[src/rtl/mlx5_cmd_pkg.sv]
// Shared types and widths for the mlx5 command-string driver.
package mlx5_cmd_pkg;

    localparam int unsigned OPCODE_W = 32;
    localparam int unsigned STRPTR_W = 64;
    localparam int unsigned SEQ_W    = 8;

    typedef enum logic [1:0] {
        ST_IDLE,
        ST_ISSUE,
        ST_WAIT,
        ST_HOLD
    } state_e;

    typedef struct packed {
        logic [OPCODE_W-1:0] opcode;
        logic [STRPTR_W-1:0] strptr;
        logic [SEQ_W-1:0]    seq;
        logic                err;
    } result_t;

    function automatic result_t make_result(input logic [OPCODE_W-1:0] opcode,
                                            input logic [STRPTR_W-1:0] strptr,
                                            input logic [SEQ_W-1:0]    seq,
                                            input logic                err);
        result_t r;
        r.opcode = opcode;
        r.strptr = strptr;
        r.seq    = seq;
        r.err    = err;
        return r;
    endfunction

endpackage

[src/rtl/mlx5_cmd_fifo.sv]
// Opcode FIFO with registered full/empty flags; depth must be a power of two.
module mlx5_cmd_fifo #(
    parameter int unsigned DEPTH = 4,
    parameter int unsigned WIDTH = 32
) (
    input  logic             clock,
    input  logic             resetn,
    input  logic             push,
    input  logic [WIDTH-1:0] wdata,
    input  logic             pop,
    output logic [WIDTH-1:0] rdata,
    output logic             full,
    output logic             empty
);

    localparam int unsigned AW = (DEPTH > 1) ? $clog2(DEPTH) : 1;
    localparam int unsigned CW = $clog2(DEPTH + 1);

    logic [WIDTH-1:0] mem_q [DEPTH];
    logic [AW-1:0]    wr_ptr_q;
    logic [AW-1:0]    rd_ptr_q;
    logic [CW-1:0]    count_q;
    logic [CW-1:0]    count_d;
    logic             full_q;
    logic             empty_q;
    logic             do_push;
    logic             do_pop;

    assign do_push = push & ~full_q;
    assign do_pop  = pop & ~empty_q;
    assign count_d = count_q + CW'(do_push) - CW'(do_pop);

    // full resets high so nothing is accepted until the first clock after reset
    always_ff @(posedge clock or negedge resetn) begin
        if (!resetn) begin
            wr_ptr_q <= '0;
            rd_ptr_q <= '0;
            count_q  <= '0;
            full_q   <= 1'b1;
            empty_q  <= 1'b1;
        end else begin
            if (do_push) wr_ptr_q <= wr_ptr_q + AW'(1);
            if (do_pop)  rd_ptr_q <= rd_ptr_q + AW'(1);
            count_q <= count_d;
            full_q  <= (count_d == CW'(DEPTH));
            empty_q <= (count_d == '0);
        end
    end

    always_ff @(posedge clock) begin
        if (do_push) mem_q[wr_ptr_q] <= wdata;
    end

    assign rdata = mem_q[rd_ptr_q];
    assign full  = full_q;
    assign empty = empty_q;

endmodule

[src/rtl/mlx5_cmd_str_driver.sv]
// Drives opcodes one at a time through the string-lookup component and streams results out.
// Optional watchdog: define MLX5_CMD_STR_DRIVER_WATCHDOG_EN.
module mlx5_cmd_str_driver
    import mlx5_cmd_pkg::*;
#(
    parameter int unsigned FIFO_DEPTH     = 4,
    parameter int unsigned TIMEOUT_CYCLES = 1023
) (
    input  logic                clock,
    input  logic                resetn,
    input  logic                in_valid,
    output logic                in_ready,
    input  logic [OPCODE_W-1:0] in_opcode,
    output logic                start,
    output logic [OPCODE_W-1:0] command,
    input  logic                busy,
    input  logic                done,
    output logic                stall,
    input  logic [STRPTR_W-1:0] returndata,
    output logic                out_valid,
    input  logic                out_ready,
    output logic [OPCODE_W-1:0] out_opcode,
    output logic [STRPTR_W-1:0] out_strptr,
    output logic [SEQ_W-1:0]    out_seq,
    output logic                out_err
);

    if (FIFO_DEPTH < 2 || FIFO_DEPTH > 16 || (FIFO_DEPTH & (FIFO_DEPTH - 1)) != 0
        || TIMEOUT_CYCLES == 0) begin : g_bad_params
        $error("mlx5_cmd_str_driver: illegal FIFO_DEPTH or TIMEOUT_CYCLES");
    end

    state_e              state_q, state_d;
    logic [OPCODE_W-1:0] cmd_q, cmd_d;
    result_t             res_q, res_d;
    logic [SEQ_W-1:0]    seq_q, seq_d;
    logic                start_q;
    logic                out_valid_q;
    logic                fifo_pop;
    logic                fifo_full;
    logic                fifo_empty;
    logic [OPCODE_W-1:0] fifo_rdata;
    logic                timeout_c;

    mlx5_cmd_fifo #(
        .DEPTH (FIFO_DEPTH),
        .WIDTH (OPCODE_W)
    ) u_fifo (
        .clock  (clock),
        .resetn (resetn),
        .push   (in_valid),
        .wdata  (in_opcode),
        .pop    (fifo_pop),
        .rdata  (fifo_rdata),
        .full   (fifo_full),
        .empty  (fifo_empty)
    );

`ifdef MLX5_CMD_STR_DRIVER_WATCHDOG_EN
    localparam int unsigned WD_W = ($clog2(TIMEOUT_CYCLES + 1) > 10) ? $clog2(TIMEOUT_CYCLES + 1) : 10;
    logic [WD_W-1:0] wd_q;

    // counts every cycle a command is in flight; cleared whenever the FSM leaves ISSUE/WAIT
    always_ff @(posedge clock or negedge resetn) begin
        if (!resetn) begin
            wd_q <= '0;
        end else if (state_q == ST_ISSUE || state_q == ST_WAIT) begin
            wd_q <= wd_q + WD_W'(1);
        end else begin
            wd_q <= '0;
        end
    end

    assign timeout_c = (wd_q == WD_W'(TIMEOUT_CYCLES));
`else
    assign timeout_c = 1'b0;
`endif

    always_comb begin
        state_d  = state_q;
        cmd_d    = cmd_q;
        res_d    = res_q;
        seq_d    = seq_q;
        fifo_pop = 1'b0;
        unique case (state_q)
            ST_IDLE: begin
                if (!fifo_empty) begin
                    fifo_pop = 1'b1;
                    cmd_d    = fifo_rdata;
                    state_d  = ST_ISSUE;
                end
            end
            ST_ISSUE: begin
                if (!busy) begin
                    state_d = ST_WAIT;
                end else if (timeout_c) begin
                    res_d   = make_result(cmd_q, '0, seq_q, 1'b1);
                    state_d = ST_HOLD;
                end
            end
            ST_WAIT: begin
                if (done) begin
                    res_d   = make_result(cmd_q, returndata, seq_q, 1'b0);
                    state_d = ST_HOLD;
                end else if (timeout_c) begin
                    res_d   = make_result(cmd_q, '0, seq_q, 1'b1);
                    state_d = ST_HOLD;
                end
            end
            ST_HOLD: begin
                if (out_ready) begin
                    seq_d   = seq_q + SEQ_W'(1);
                    state_d = ST_IDLE;
                end
            end
            default: state_d = ST_IDLE;
        endcase
    end

    always_ff @(posedge clock or negedge resetn) begin
        if (!resetn) begin
            state_q     <= ST_IDLE;
            cmd_q       <= '0;
            res_q       <= '0;
            seq_q       <= '0;
            start_q     <= 1'b0;
            out_valid_q <= 1'b0;
        end else begin
            state_q     <= state_d;
            cmd_q       <= cmd_d;
            res_q       <= res_d;
            seq_q       <= seq_d;
            start_q     <= (state_d == ST_ISSUE);
            out_valid_q <= (state_d == ST_HOLD);
        end
    end

    assign in_ready   = ~fifo_full;
    assign start      = start_q;
    assign command    = cmd_q;
    assign stall      = (state_q == ST_HOLD) & ~out_ready;
    assign out_valid  = out_valid_q;
    assign out_opcode = res_q.opcode;
    assign out_strptr = res_q.strptr;
    assign out_seq    = res_q.seq;
    // err is only ever loaded with 1 on a watchdog expiry, so without the watchdog it stays 0
    assign out_err    = res_q.err;

`ifndef SYNTHESIS
    // done pulses arriving outside WAIT are dropped; tallied for simulation only
    int unsigned ignored_done_q;

    always_ff @(posedge clock or negedge resetn) begin
        if (!resetn) begin
            ignored_done_q <= 0;
        end else if (done && state_q != ST_WAIT) begin
            ignored_done_q <= ignored_done_q + 1;
        end
    end

    always_ff @(posedge clock) begin
        if (resetn) begin
            assert (ignored_done_q != 32'hFFFF_FFFF);
            assert (!out_valid_q || state_q == ST_HOLD);
        end
    end
`endif

endmodule

[config.mk]
export PLATFORM = sky130hd
export DESIGN_NAME = mlx5_cmd_str_driver
export DESIGN_NICKNAME = d
export VERILOG_FILES = /design/src/rtl/mlx5_cmd_pkg.sv /design/src/rtl/mlx5_cmd_fifo.sv /design/src/rtl/mlx5_cmd_str_driver.sv
export SDC_FILE = /design/constraint.sdc
export NUM_CORES = 1
export LEC_CHECK = 0
export BUFFER_PORTS_ARGS = -buffer_cell sky130_fd_sc_hd__buf_2
export CAP_MARGIN = 0
export CORE_MARGIN = 4
export CORE_UTILIZATION = 60
export CTS_BUF_LIST = sky130_fd_sc_hd__clkbuf_2
export CTS_CLUSTER_SIZE = 20
export DETAILED_ROUTE_END_ITERATION = 12
export PLACE_DENSITY = 0.84
export SETUP_SLACK_MARGIN = 0.3
export SYNTH_ARGS = -nofsm -noshare
export SYNTH_HDL_FRONTEND = slang
export SYNTH_SLANG_ARGS = --single-unit
[constraint.sdc]
create_clock -name clock -period 7.6 [get_ports clock]
set_input_delay 0.76 -clock clock [delete_from_list [all_inputs] [get_ports clock]]
set_output_delay 0.76 -clock clock [all_outputs]
set_load 0.01 [all_outputs]
# Word-level counts from Yosys, hierarchy flattened
# Memory sizes are Yosys's and may differ from the RTL's. A register that Yosys moved wholly into a read port is not among the register bits.
# Cells that the tools add are included.
dict set report op_classes {
  add_sub_neg 5
  n_eq_ne 6
  n_mux 9
  bitwise_logic 6
  n_reduce_logical 6
}
# operator n
set op_table {}
lappend op_table {{adder 8 x 1 -> 8 bit (second input constant)} 1}
lappend op_table {{two-way mux 2 bit} 4}
lappend op_table {{one-hot mux 2 bit (4 select lines)} 1}
lappend op_table {{== test 2 bit (second input constant)} 3}
lappend op_table {{AND reduction 2 bit} 3}
lappend op_table {{adder 2 x 1 -> 2 bit (second input constant)} 2}
lappend op_table {{== test 2 x 1 -> 1 bit (second input constant)} 2}
lappend op_table {{two-way mux 1 bit} 4}
lappend op_table {{adder 3 x 1 -> 3 bit} 1}
lappend op_table {{AND 1 bit} 3}
lappend op_table {{== test 3 bit (second input constant)} 1}
lappend op_table {{logical NOT 3 bit} 1}
lappend op_table {{inverter 1 bit} 3}
lappend op_table {{subtractor 3 x 1 -> 3 bit} 1}
lappend op_table {{logical NOT 2 bit} 1}
lappend op_table {{logical NOT 1 bit} 1}
dict set report totals {
  regBits 125
  mem_bits_rw 128
  input_bits 102
  output_inout_bits 141
  elab_cells 45
  mem_count 1
}
# memory words word_bits read_ports rd_clocked_by_memory_dff wr line
set memory_table {}
lappend memory_table {u_fifo.mem_q 4 32 1 1 1 mlx5_cmd_fifo.sv:19} ;# logic [WIDTH-1:0] mem_q [DEPTH];

# Longest topological paths before layout
# Gate-level depths: netlist (run 1).
dict set report logic_depth {
  word_depth 5
  depth_mapped 10
  depth_no_buf 8
}

# Modules after synthesis
# Synthesis (run 1) repeated with hierarchy kept, for this count alone.
dict set report hier_totals {
  hier_cells 543
  area_unflattened_um2 10973.0
}
# mod instances cells_per_inst area_per_inst_um2 seq_area_each_um2
set modules_own_cells {}
lappend modules_own_cells {mlx5_cmd_str_driver 1 339 5840.6 3703.6}
lappend modules_own_cells {mlx5_cmd_fifo 1 204 5132.4 4071.4}

# Worst setup path before layout (run 1)
# OpenSTA, ideal clock, no wires.
dict set report synth_timing {
  path_type {register to register}
  startpoint {register state_q[1]}
  endpoint {register u_fifo.full_q (netlist: u_fifo.full)}
  setup_ns 0.084
  arrival_ns 2.308
  required_ns 7.516
  setup_slack_ns 5.208
  path_stages_with_launch 11
  n_path_buf 2
  period_less_slack_ns 2.392
  cell_sequence {dfrtp_1 > buf_4 > nor3_4 > buf_4 > ha_1 > inv_1 > ha_1 > fa_1 > xor2_1 > xnor2_1 > nor3b_1}
}
dict set report synth_between {
  elab_chain_cells 5
}
# element line
set synth_lines {}
lappend synth_lines {{start: declaration} mlx5_cmd_str_driver.sv:33} ;# state_e state_q, state_d;
lappend synth_lines {{start signal: assignment} mlx5_cmd_str_driver.sv:129} ;# state_q <= state_d;
lappend synth_lines {{logical NOT 2 bit} mlx5_cmd_str_driver.sv:85} ;# unique case (state_q)
lappend synth_lines {{two-way mux 1 bit} mlx5_cmd_str_driver.sv:85}
lappend synth_lines {{via fifo_pop} mlx5_cmd_str_driver.sv:39} ;# logic fifo_pop;
lappend synth_lines {{AND 1 bit} mlx5_cmd_fifo.sv:30} ;# assign do_pop = pop & ~empty_q;
lappend synth_lines {{subtractor 3 x 1 -> 3 bit} mlx5_cmd_fifo.sv:31} ;# assign count_d = count_q + CW'(do_push) - CW'(do_pop);
lappend synth_lines {{via u_fifo.count_d[2]} mlx5_cmd_fifo.sv:23} ;# logic [CW-1:0] count_d;
lappend synth_lines {{== test 3 bit} mlx5_cmd_fifo.sv:45} ;# full_q <= (count_d == CW'(DEPTH));
lappend synth_lines {{end signal: assignment} mlx5_cmd_fifo.sv:45}
lappend synth_lines {{end: declaration} mlx5_cmd_fifo.sv:24} ;# logic full_q;
# The timed path passes the listed nets, and every way through them passes these cells.
# A chain may end at the register's enable or synchronous reset.

# Final worst setup path (run 1)
dict set report layout_timing {
  startpoint {register state_q[1]}
  endpoint {register u_fifo.full_q (netlist: u_fifo.full)}
}
dict set report layout_between {
  elab_chain_cells 5
}
# element line
set layout_lines {}
lappend layout_lines {{logical NOT 2 bit} mlx5_cmd_str_driver.sv:85}
lappend layout_lines {{two-way mux 1 bit} mlx5_cmd_str_driver.sv:85}
lappend layout_lines {{AND 1 bit} mlx5_cmd_fifo.sv:30}
lappend layout_lines {{subtractor 3 x 1 -> 3 bit} mlx5_cmd_fifo.sv:31}
lappend layout_lines {{via u_fifo.count_d[2]} mlx5_cmd_fifo.sv:23}
lappend layout_lines {{== test 3 bit} mlx5_cmd_fifo.sv:45}
# The timed path passes the listed nets, and every way through them passes these cells.

==> results of run 1 <==
==> power by group through the flow <==
stage	Clock, W	Sequential [W]	Combinational (W)
3_5_place_dp	0	0.00255	0.00179
6_report	0.000977	0.00252	0.00177
2_1_floorplan	0	0.00260	0.00107
3_3_place_gp	0	0.00251	0.00173
5_1_grt	0.00110	0.00258	0.00191
4_1_cts	0.00101	0.00252	0.00180
==> stage by stage <==
stage	setup WS, ns	util
2_1_floorplan	5.21	-
3_3_place_gp	4.89	0.696
3_5_place_dp	4.74	0.696
4_1_cts	4.71	0.733
5_1_grt	4.50	0.734
6_report	4.72	0.734
==> path summary, 6_finish.rpt <==
| path | startpoint | endpoint | cells after the start |
|---|---|---|---|
| max in group asynchronous | resetn | u_fifo.rd_ptr_q[1]$_DFFE_PN0P_ | 3 |
| max | state_q[1]$_DFF_PN0_ | u_fifo.full$_DFF_PN1_ | 9 |
| min reg2reg | seq_q[7]$_DFFE_PN0P_ | seq_q[7]$_DFFE_PN0P_ | 1 |
| max reg2reg | state_q[1]$_DFF_PN0_ | u_fifo.full$_DFF_PN1_ | 9 |
| min in group asynchronous | resetn | out_strptr[55]$_DFFE_PN0P_ | 2 |
| min | in_opcode[13] | u_fifo.mem_q[0][13]$_DFFE_PP_ | 1 |
==> repair_timing <==
action                    CTS  global route
hold endpoints to repair   44             0
hold buffers                1             0
resized for setup           0             0
==> logic make-up (layout without fill, tap and decap cells) <==
| kind of cell | count (synthesis) | in the layout | synth area share |
|---|---|---|---|
| and+or+nand+nor | 30 | 30 | 0.0158 |
| xor gates and xnor gates | 12 | 12 | 0.00976 |
| other | 1 | 4 | 0.000348 |
| AOI/OAI and AO/OA | 6 | 6 | 0.00372 |
| buffers and inverters | 33 | 378 | 0.0195 |
| DFF | 285 | 285 | 0.722 |
| adders and majority gates | 8 | 8 | 0.00999 |
| muxes | 169 | 169 | 0.219 |
==> synthesized netlist by cell type (3+ instances only) <==
cell      instances  area (sq um)
nand2_1           7          26.3
clkbuf_1          3          11.3
ha_1              7          87.6
buf_4             8          60.1
mux4_2           28           631
nor3_1            3          15.0
inv_1             7          26.3
mux4_1            4           105
xor2_1            7          61.3
mux2_4           21           315
xnor2_1           5          43.8
nor2_1            4          15.0
dfrtp_1         155          3880
buf_2             9          45.0
edfxtp_1        128          3840
and2_1            4          25.0
mux2_2          116          1310
buf_6             6          67.6
==> flip-flops by register name, summed over array words and instances (netlist names) <==
signal and count:
out_strptr 64, u_fifo.full 1, out_valid 1, out_opcode 32, command 32, seq_q 8, u_fifo.rd_ptr_q 2, out_seq 8
u_fifo.count_q 3, start 1, u_fifo.empty 1, u_fifo.mem_q 128, state_q 2, u_fifo.wr_ptr_q 2
==> worst register-to-register path, cell delays in order, from the launching register on <==
cell	delay, ns
dfrtp_1	0.55
nor3_4	0.21
buf_4	0.55
ha_1	0.24
inv_1	0.04
ha_1	0.19
fa_1	0.38
xor2_1	0.17
xnor2_1	0.22
nor3b_1	0.24
==> metal layers <==
layer,vias up,routed length (microns),part of all wire,global-route usage
li1,2678,-,-,-
met1,3009,8390,0.39,0.264
met2,232,11100,0.52,0.357
met3,37,1410,0.066,0.0578
met4,0,538,0.025,0.0939
met5,-,0,0,0
==> final cells by class <==
class                      instances  area [sq um]  area share
clock inverter                    15          85.1     0.00666
timing repair buffer             246          1250      0.0980
sequential                       285          7780       0.609
antenna                            3          7.51    0.000587
tap                              225           282      0.0220
multi-input combinational        226          2800       0.219
clock buffer                     110           551      0.0431
inverter                           7          26.3     0.00206
==> summary.md, run 1 <==
| Metric | Value |
|---|---|
| Sum of buffers and inverters on the critical path | `2` |
| TNS Setup | `0 ns` |
| Die width | `roughly 140 microns` |
| H-tree depth | `3` |
| Clock latency at the later pin of the worst-skew pair | `0.76 ns` |
| Total number of vias | `between 5000 and 6000` |
| Worst Hold Class | `input pin to flop` |
| Crit-path leading delay family | `adder cells` |
| Final Hold Vio Count | `0` |
| CTS tree | `done` |
| Largest net degree at the start of global routing | `82` |
| Die area | `20200 sq um` |
| Relative slew margins | `0.315` |
| Worst Max-Slew Pin Slew | `1.03 ns` |
| Antenna violations before repair | `3` |
| P&R area growth vs syn | `18.7%` |
| Crit end category | `flop` |
| Overall power | `0.00526 W` |
| VDD IR max | `~270 uV` |
| Number of routed nets with antenna violations | `0` |
| Post-DP HPWL | `14000 microns` |
| Yosys warns | `0` |
| Sequential fraction of the synthesis area | `0.722` |
| DP Cell Count | `988` |
| Root Buffer Master | `clkbuf_2` |
| Clock Path Buffers | `3` |
| Cell-internal power | `0.00354 W` |
| Wirelength per Cell | `19.2 microns` |
| Worst EP required | `8.25 ns` |
| DRC viols | `0` |
| Hold WS | `between 0.2 and 0.25 ns` |
| GRT overflow | `0` |
| Syn Area/Cell | `19.8 sq um` |
| Most frequent cells in the layout | `buf_2 (240), dfrtp_1 (153), edfxtp_1 (128)` |
| Switching Fraction | `0.328` |
| Core area | `around 17000 sq um` |
| CTS Sinks | `between 200 and 300` |
| First-pass GRT wire length | `33600 microns` |
| Comb power frac | `0.336` |
| Initial Util | `0.618` |
| Setup bufs post-CTS | `0` |
| Total global-route track usage | `0.213` |
| Lkg Pwr | `5.64 nW` |
| Site Rows | `48` |
| Gpl congestion | `0.877` |
| Fill cell total of the finished layout | `1106` |
| Ratio of final minimum period to clock period | `0.379` |
| Slowest stage cell, crit path | `dfrtp_1` |
| Setup Skew | `about 0.049 ns` |
| Outcome | `finished clean` |
| Min Tclk post-route | `2.88 ns` |
| Max_cap viols | `0` |
| # setup viols final | `0` |
| Die Ht | `142 microns` |
| Post-synth EDFFs | `128` |
| CP max FO | `35` |
| Share of cells above drive strength 1 | `0.602` |
| Most used cell, CP | `ha_1` |
| CP cell instances | `nor3_4 > buf_4 > ha_1 > inv_1 > ha_1 > fa_1 > xor2_1 > xnor2_1 > nor3b_1` |
| Synth Flop Type | `dfrtp_1` |
| Vias in the first global route | `6534` |
| Fmax | `347 MHz` |
| Final WL | `21400 microns` |
| Port bufs | `241` |
| Synth Register Bits | `285` |
| Via/cell ratio | `5.33` |
| I/O pins | `243` |
| Clk slew on worst S/H paths | `0.10 ns` |
| PwrDens | `a little over 400 nW/um^2` |
| CTS buffer count | `70` |
| Cell count after synthesis | `544` |
| CP max stage delay | `0.55 ns` |
| Critical path launch point type | `flop` |
| Max Slew Vio Count | `0` |
| Critical path type | `flop to flop` |
| Share of power burned in registers | `0.478` |
| Psw | `0.00172 W` |
| RSZ-0062 raised after global routing | `no` |
| Ys async rst share | `0.551` |
| 1st-iter DRT viols | `~190` |
| Post-synth cell types | `34` |
| Commonest non-fill, non-tap cell in the layout | `buf_2` |
| Placed Area | `roughly 12000 sq um` |
| Syn_nets | `about 650` |
| Clk pwr share | `0.186` |
| CP arrival | `3.52 ns` |
| Layout net count | `946` |
| Final cell count without fillers | `about 1100` |
| Design Area, Final | `12800 sq um` |
| Reg2Reg Setup Slack | `~4.7 ns` |
| Synthesized area | `10800 sq um` |
| Number of iterations in the first detailed-routing pass | `4` |
(Power assumes the default switching activity.)
==> run 2, diff against run 1 <==
- CORE_UTILIZATION: 60 -> 56
- PLACE_DENSITY: 0.84 -> 0.79
- clock period: 7.6 -> 3 ns (I/O delays scaled with it)
==> summary.md, run 2 (synthesis results as in run 1) <==
| Metric | Value |
|---|---|
| Outcome | `finished clean (unchanged)` |
| Number of routed nets with antenna violations | `0 (unchanged)` |
| Critical path type | `flop to flop (unchanged)` |
| Setup Skew | `0.0572 ns (was 0.0485 ns)` |
| CP max FO | `10 (was 35)` |
| Number of iterations in the first detailed-routing pass | `4 (unchanged)` |
| Die area | `21500 sq um (was 20200 sq um)` |
| Register Area | `7780 sq um (unchanged)` |
| Max_cap viols | `0 (unchanged)` |
| RSZ-0062 raised after global routing | `no (unchanged)` |
| Initial Util | `0.572 (was 0.618)` |
| Layout net count | `1053 (was 946)` |
| CP max stage delay | `0.63 ns (was 0.55 ns)` |
| Most frequent cells in the layout | `buf_2 (240), dfrtp_1 (153), edfxtp_1 (128) (unchanged)` |
| Share of cells above drive strength 1 | `0.538 (was 0.602)` |
| Final core occ | `0.738 (was 0.734)` |
| Commonest non-fill, non-tap cell in the layout | `buf_2 (unchanged)` |
| CTS buffer count | `73 (was 70)` |
| Max Slew Vio Count | `0 (unchanged)` |
| VDD IR max | `535 uV (was 267 uV)` |
| Total global-route track usage | `0.219 (was 0.213)` |
| Gpl congestion | `0.771 (was 0.877)` |
| 1st-iter DRT viols | `193 (was 191)` |
| Post-DP HPWL | `14000 microns (about the same)` |
| First-pass GRT wire length | `37400 microns (was 33600 microns)` |
| Root Buffer Master | `clkbuf_2 (unchanged)` |
| Slowest stage cell, crit path | `dfrtp_1 (unchanged)` |
| TNS Setup | `0 ns (unchanged)` |
| Port bufs | `241 (unchanged)` |
| Max reg flops | `128 (unchanged)` |
| Worst Max-Slew Pin Slew | `0.901 ns (was 1.03 ns)` |
| Worst EP required | `3.63 ns (was 8.25 ns)` |
| Fill cell total of the finished layout | `1152 (was 1106)` |
| Site Rows | `50 (was 48)` |
| Final WL | `23200 microns (was 21400 microns)` |
| Total number of vias | `6392 (was 5956)` |
| Worst Hold Class | `input pin to asynchronous set/reset pin (was input pin to flop)` |
| Vias in the first global route | `7241 (was 6534)` |
| CP arrival | `2.97 ns (was 3.52 ns)` |
| Min Tclk post-route | `2.33 ns (was 2.88 ns)` |
| PwrDens | `974 nW/um^2 (was 412 nW/um^2)` |
| Critical path launch point type | `flop (unchanged)` |
| CP cell instances | `nor3_4 > ha_1 > inv_1 > ha_1 > fa_1 > xor2_1 > xnor2_1 > nor3b_1 (was nor3_4 > buf_4 > ha_1 > inv_1 > ha_1 > fa_1 > xor2_1 > xnor2_1 > nor3b_1)` |
| Wirelength per Cell | `18.4 microns (was 19.2 microns)` |
| Largest net degree at the start of global routing | `78 (was 82)` |
| Antenna violations before repair | `1 (was 3)` |
| DRC viols | `0 (unchanged)` |
| Die width | `147 microns (was 142 microns)` |
| Relative slew margins | `0.399 (was 0.315)` |
| Final Hold Vio Count | `0 (unchanged)` |
| GRT overflow | `0 (unchanged)` |
| Fmax | `429 MHz (was 347 MHz)` |
| Lkg Pwr | `6.09 nW (was 5.64 nW)` |
| Multi-input logic area | `2800 sq um (unchanged)` |
| Die Ht | `147 microns (was 142 microns)` |
| # setup viols final | `0 (unchanged)` |
| Crit end category | `flop (unchanged)` |
| CTS Sinks | `285 (unchanged)` |
| Ratio of final minimum period to clock period | `0.778 (was 0.379)` |
| Core area | `18800 sq um (was 17400 sq um)` |
| Clk slew on worst S/H paths | `0.12 ns (was 0.10 ns)` |
| Clock latency at the later pin of the worst-skew pair | `0.76 ns (about the same)` |
| Via/cell ratio | `5.06 (was 5.33)` |
| Setup bufs post-CTS | `0 (unchanged)` |
| Hold Buf Count CTS | `102 (was 1)` |
| Largest Register | `u_fifo.mem_q (unchanged)` |
| Most used cell, CP | `ha_1 (unchanged)` |
| Post_cts resized | `0 (unchanged)` |
| CTS tree | `done (unchanged)` |
| P&R area growth vs syn | `29.0% (was 18.7%)` |
| I/O pins | `243 (unchanged)` |
| H-tree depth | `3 (unchanged)` |
| Clock Path Buffers | `3 (unchanged)` |
[run 2: changes by cell type in the layout (fill, tap and decap cells not counted)]
| cell | change |
|---|---|
| inv_2 | +1 |
| diode_2 | -2 |
| dlygate4sd3_1 | +101 |
| bufinv_16 | -1 |
| buf_12 | +3 |
| clkinv_1 | +7 |
| clkinv_2 | +1 |
[run 2: worst paths after layout]
| path | startpoint | endpoint | cells after the start | slack, ns |
|---|---|---|---|---|
| worst max-delay path | state_q[1]$_DFF_PN0_ | u_fifo.full$_DFF_PN1_ | 8 | 0.67 |
| worst min-delay path | resetn | out_strptr[15]$_DFFE_PN0P_ | 2 | 0.14 |
| worst max register to register | state_q[1]$_DFF_PN0_ | u_fifo.full$_DFF_PN1_ | 8 | 0.67 |
| worst min register to register | seq_q[7]$_DFFE_PN0P_ | seq_q[7]$_DFFE_PN0P_ | 1 | 0.49 |
| max in group asynchronous | resetn | u_fifo.full$_DFF_PN1_ | 3 | 1.90 |
| min in group clock | in_opcode[26] | u_fifo.mem_q[0][26]$_DFFE_PP_ | 2 | 0.29 |
[run 2: worst max-delay path, delay by kind of cell (launching register included)]
family	cells	cell delay, ns
buffers and inverters	1	0.04
xor gates and xnor gates	2	0.40
adders and majority gates	3	0.85
DFF	1	0.63
and+or+nand+nor	2	0.31
[run 2: cell type report]
class / instances / area share
Clock buffer: 110 / 0.0396
Inverter: 7 / 0.00189
Antenna cell: 1 / 0.000180
Timing Repair Buffer: 350 / 0.167
Clock inverter: 23 / 0.00648
Sequential cell: 285 / 0.560
Multi-Input combinational cell: 226 / 0.201
Tap cell: 260 / 0.0234
[run 2: per-layer routing]
metal	track usage	vias up	share of wire
li1	-	2893	-
met1	0.257	3219	0.38
met2	0.383	229	0.53
met3	0.0552	51	0.062
met4	0.0955	0	0.023
met5	0	-	0
[run 2: power by group]
group	total, W	switching, W	internal [W]
sequential	0.00639	0.000899	0.00549
clock	0.00247	0.00149	0.000979
combinational	0.00467	0.00211	0.00255
total	0.0135	0.00450	0.00902
[run 2: through the flow]
stage / hold slack, ns / worst slack [ns] / total power (W) / area [sq um] / cells
final: 0.137 / 0.667 / 0.0135 / 13900 / 1262
after global routing: 0.104 / 0.464 / 0.0144 / 13900 / 1262
after CTS: 0.0635 / 0.673 / 0.0136 / 13900 / 1261
after detailed placement: 0.366 / 0.669 / 0.0110 / 12200 / 1026
after global placement: 0.344 / 0.864 / 0.0107 / 12200 / 1026
after floorplan: 0.00441 / 0.608 / 0.00929 / 10800 / 544
==> run 3, diff against run 2 <==
- ABC_AREA: default -> 1
- CORE_UTILIZATION: 56 -> 51
- PLACE_DENSITY: 0.79 -> 0.75
- clock period: 3 -> 2.05 ns (I/O delays scaled with it)
==> summary.md, run 3 <==
| Metric | Value |
|---|---|
| Total global-route track usage | `0.230 (was 0.219)` |
| Synth Flop Type | `dfrtp_1 (unchanged)` |
| Yosys warns | `0 (unchanged)` |
| Share of cells above drive strength 1 | `0.252 (was 0.538)` |
| Max_cap viols | `0 (unchanged)` |
| Clock latency at the later pin of the worst-skew pair | `0.81 ns (was 0.76 ns)` |
| Antenna violations before repair | `2 (was 1)` |
| Sequential fraction of the synthesis area | `0.668 (was 0.722)` |
| Top-count cell post-synth | `nand2_1 (was dfrtp_1)` |
| Number of iterations in the first detailed-routing pass | `8 (was 4)` |
| Synth Area in Simple Gates | `0.165 (was 0.0158)` |
| Crit end category | `flop (unchanged)` |
| Die width | `159 microns (was 147 microns)` |
| Outcome | `finished clean (unchanged)` |
| Die Ht | `159 microns (was 147 microns)` |
| Overall power | `0.0208 W (was 0.0135 W)` |
| RSZ-0062 raised after global routing | `yes (was no)` |
| CTS tree | `done (unchanged)` |
| 1st-iter DRT viols | `613 (was 193)` |
| Worst Hold Class | `input pin to flop (was input pin to asynchronous set/reset pin)` |
| Synthesized area | `11600 sq um (was 10800 sq um)` |
| Cell count after synthesis | `1198 (was 544)` |
| DRC viols | `0 (unchanged)` |
| Post-synthesis mux area share | `0 (was 0.219)` |
| Largest family of logic cells by synthesized area | `simple AND/OR/NAND/NOR gates (was multiplexers)` |
| Ratio of final minimum period to clock period | `0.941 (was 0.778)` |
| Fmax | `519 MHz (was 429 MHz)` |
| Slowest stage cell, crit path | `dfstp_2 (was dfrtp_1)` |
| CP max FO | `2 (was 10)` |
| Ys async rst share | `0.551 (unchanged)` |
| Max reg flops | `128 (unchanged)` |
| Most frequent cells in the layout | `nand2_1 (382), inv_1 (252), buf_2 (238) (was buf_2 (240), dfrtp_1 (153), edfxtp_1 (128))` |
| H-tree depth | `3 (unchanged)` |
| Lkg Pwr | `8.07 nW (was 6.09 nW)` |
| Die area | `25300 sq um (was 21500 sq um)` |
| Worst EP required | `2.77 ns (was 3.63 ns)` |
| CP arrival | `2.65 ns (was 2.97 ns)` |
| Relative slew margins | `0.386 (was 0.399)` |
| Port bufs | `241 (unchanged)` |
| VDD IR max | `611 uV (was 535 uV)` |
| Final Hold Vio Count | `0 (unchanged)` |
| Initial Util | `0.516 (was 0.572)` |
| Syn Area/Cell | `9.71 sq um (was 19.8 sq um)` |
| CTS Sinks | `285 (unchanged)` |
| First-pass GRT wire length | `47000 microns (was 37400 microns)` |
| Compound-Gate Fraction of Synth Area | `0.0467 (was 0.00372)` |
| Xor-xnor portion of the synthesized cell area | `0.00452 (was 0.00976)` |
| Post-Synth Adder-Cell Area | `0.00925 (was 0.00999)` |
| Wirelength per Cell | `15.3 microns (was 18.4 microns)` |
| Design Area, Final | `15200 sq um (was 13900 sq um)` |
| Critical path launch point type | `flop (unchanged)` |
| Number of routed nets with antenna violations | `0 (unchanged)` |
| DP Cell Count | `1693 (was 1026)` |
| Gpl congestion | `0.835 (was 0.771)` |
| Total number of vias | `9121 (was 6392)` |
| # setup viols final | `0 (unchanged)` |
| Vias in the first global route | `9053 (was 7241)` |
| Setup slack after layout | `0.122 ns (was 0.667 ns)` |
| Post-synth EDFFs | `128 (unchanged)` |
| Placed Area | `13300 sq um (was 12200 sq um)` |
| Clock Path Buffers | `3 (unchanged)` |
| Sum of buffers and inverters on the critical path | `3 (was 1)` |
| P&R area growth vs syn | `30.8% (was 29.0%)` |
| Commonest non-fill, non-tap cell in the layout | `nand2_1 (was buf_2)` |
| Synth area leaders | `dfrtp_1 (33%), edfxtp_1 (33%), nand2_1 (12%) (was dfrtp_1 (36%), edfxtp_1 (36%), mux2_2 (12%))` |
| Place WS | `0.0791 ns (was 0.669 ns)` |
| Setup Skew | `0.0799 ns (was 0.0572 ns)` |
| Final cell count without fillers | `1937 (was 1262)` |
| CP cell instances | `inv_2 > nand2_4 > inv_4 > ha_4 > inv_2 > ha_4 > fa_2 > or2_4 > a21oi_2 (was nor3_4 > ha_1 > inv_1 > ha_1 > fa_1 > xor2_1 > xnor2_1 > nor3b_1)` |
| Worst Max-Slew Pin Slew | `0.917 ns (was 0.901 ns)` |
| Area fraction of the dominant cell type after synthesis | `0.333 (was 0.360)` |
| Crit-path leading delay family | `adder cells (unchanged)` |
| Root Buffer Master | `clkbuf_2 (unchanged)` |
| Post-DP HPWL | `17900 microns (was 14000 microns)` |
| Post-synth cell types | `27 (was 34)` |
| Largest Register | `u_fifo.mem_q (unchanged)` |
| CP max stage delay | `0.54 ns (was 0.63 ns)` |
| I/O pins | `243 (unchanged)` |
| Final WL | `29700 microns (was 23200 microns)` |
| Syn_nets | `1308 (was 654)` |
| Layout net count | `1710 (was 1053)` |
| Yosys top cell by area | `dfrtp_1 (unchanged)` |
| CTS buffer count | `74 (was 73)` |
| Min Tclk post-route | `1.93 ns (was 2.33 ns)` |
| Max Slew Vio Count | `0 (unchanged)` |
| PwrDens | `1360 nW/um^2 (was 974 nW/um^2)` |
| Post-synth top cells | `nand2_1 (383), inv_1 (258), dfrtp_1 (155), edfxtp_1 (128), o21ai_0 (86) (was dfrtp_1 (155), edfxtp_1 (128), mux2_2 (116), mux4_2 (28), mux2_4 (21))` |
| Synth Register Bits | `285 (unchanged)` |
| Via/cell ratio | `4.71 (was 5.06)` |
| Site Rows | `55 (was 50)` |
| GRT overflow | `0 (unchanged)` |
| Core area | `22600 sq um (was 18800 sq um)` |
| Largest net degree at the start of global routing | `95 (was 78)` |
| Critical path type | `flop to flop (unchanged)` |
| Final core occ | `0.674 (was 0.738)` |
| Clk slew on worst S/H paths | `0.10 ns (was 0.12 ns)` |
[run 3: cells by family after synthesis]
kind of cell               after synthesis
AOI/OAI and AO/OA                      108
xor gates and xnor gates                 6
adders and majority gates                8
buffers and inverters                  310
DFF                                    285
other                                    1
and+or+nand+nor                        480
[run 3: cell type report]
class / count / area, sq um
Sequential cell: 285 / 7780
Fill cell: 1746 / 7350
Multi-Input combinational cell: 603 / 2730
Timing Repair Buffer: 377 / 2700
Inverter: 259 / 975
Clock buffer: 113 / 566
Tap cell: 285 / 357
Clock inverter: 13 / 105
Antenna cell: 2 / 5.00
[run 3: worst paths after layout]
check | start | to | slack (ns) | depth (start not counted)
worst max-delay path | u_fifo.empty$_DFF_PN1_ | u_fifo.full$_DFF_PN1_ | 0.12 | 9
worst min register to register | out_opcode[30]$_DFFE_PN0P_ | out_opcode[30]$_DFFE_PN0P_ | 0.48 | 2
min in group asynchronous | resetn | out_opcode[10]$_DFFE_PN0P_ | 0.69 | 3
max in group asynchronous | resetn | out_strptr[2]$_DFFE_PN0P_ | 0.75 | 4
worst max register to register | u_fifo.empty$_DFF_PN1_ | u_fifo.full$_DFF_PN1_ | 0.12 | 9
worst min-delay path | in_opcode[3] | u_fifo.mem_q[1][3]$_DFFE_PP_ | 0.14 | 2
[run 3: what timing repair did]
action | in CTS | in global routing
gates cloned | 0 | 3
buffers inserted | 1 | 5
endpoints found under the hold margin | 399 | 0
pin swaps | 3 | 2
resized for setup | 7 | 8
endpoints found under the setup margin | 7 | 11
hold buffers | 107 | 0
[run 3: stage by stage]
step	setup TNS, ns	hold slack [ns]
final	0	0.143
after global routing	0	0.0662
after CTS	0	0.0320
after detailed placement	0	0.0736
after global placement	0	0.0720
after floorplan	-0.0694	-0.0906
[run 3: power breakdown]
part           total, W  switching, W  internal (W)
Combinational   0.00796       0.00491       0.00305
Sequential      0.00894       0.00104       0.00790
Clock           0.00386       0.00217       0.00169
[run 3: layer usage]
| layer | wire length [microns] | track usage |
|---|---|---|
| met4 | 866 | 0.0955 |
| met1 | 11800 | 0.278 |
| met2 | 14900 | 0.392 |
| met3 | 2140 | 0.0614 |
| met5 | 0 | 0 |
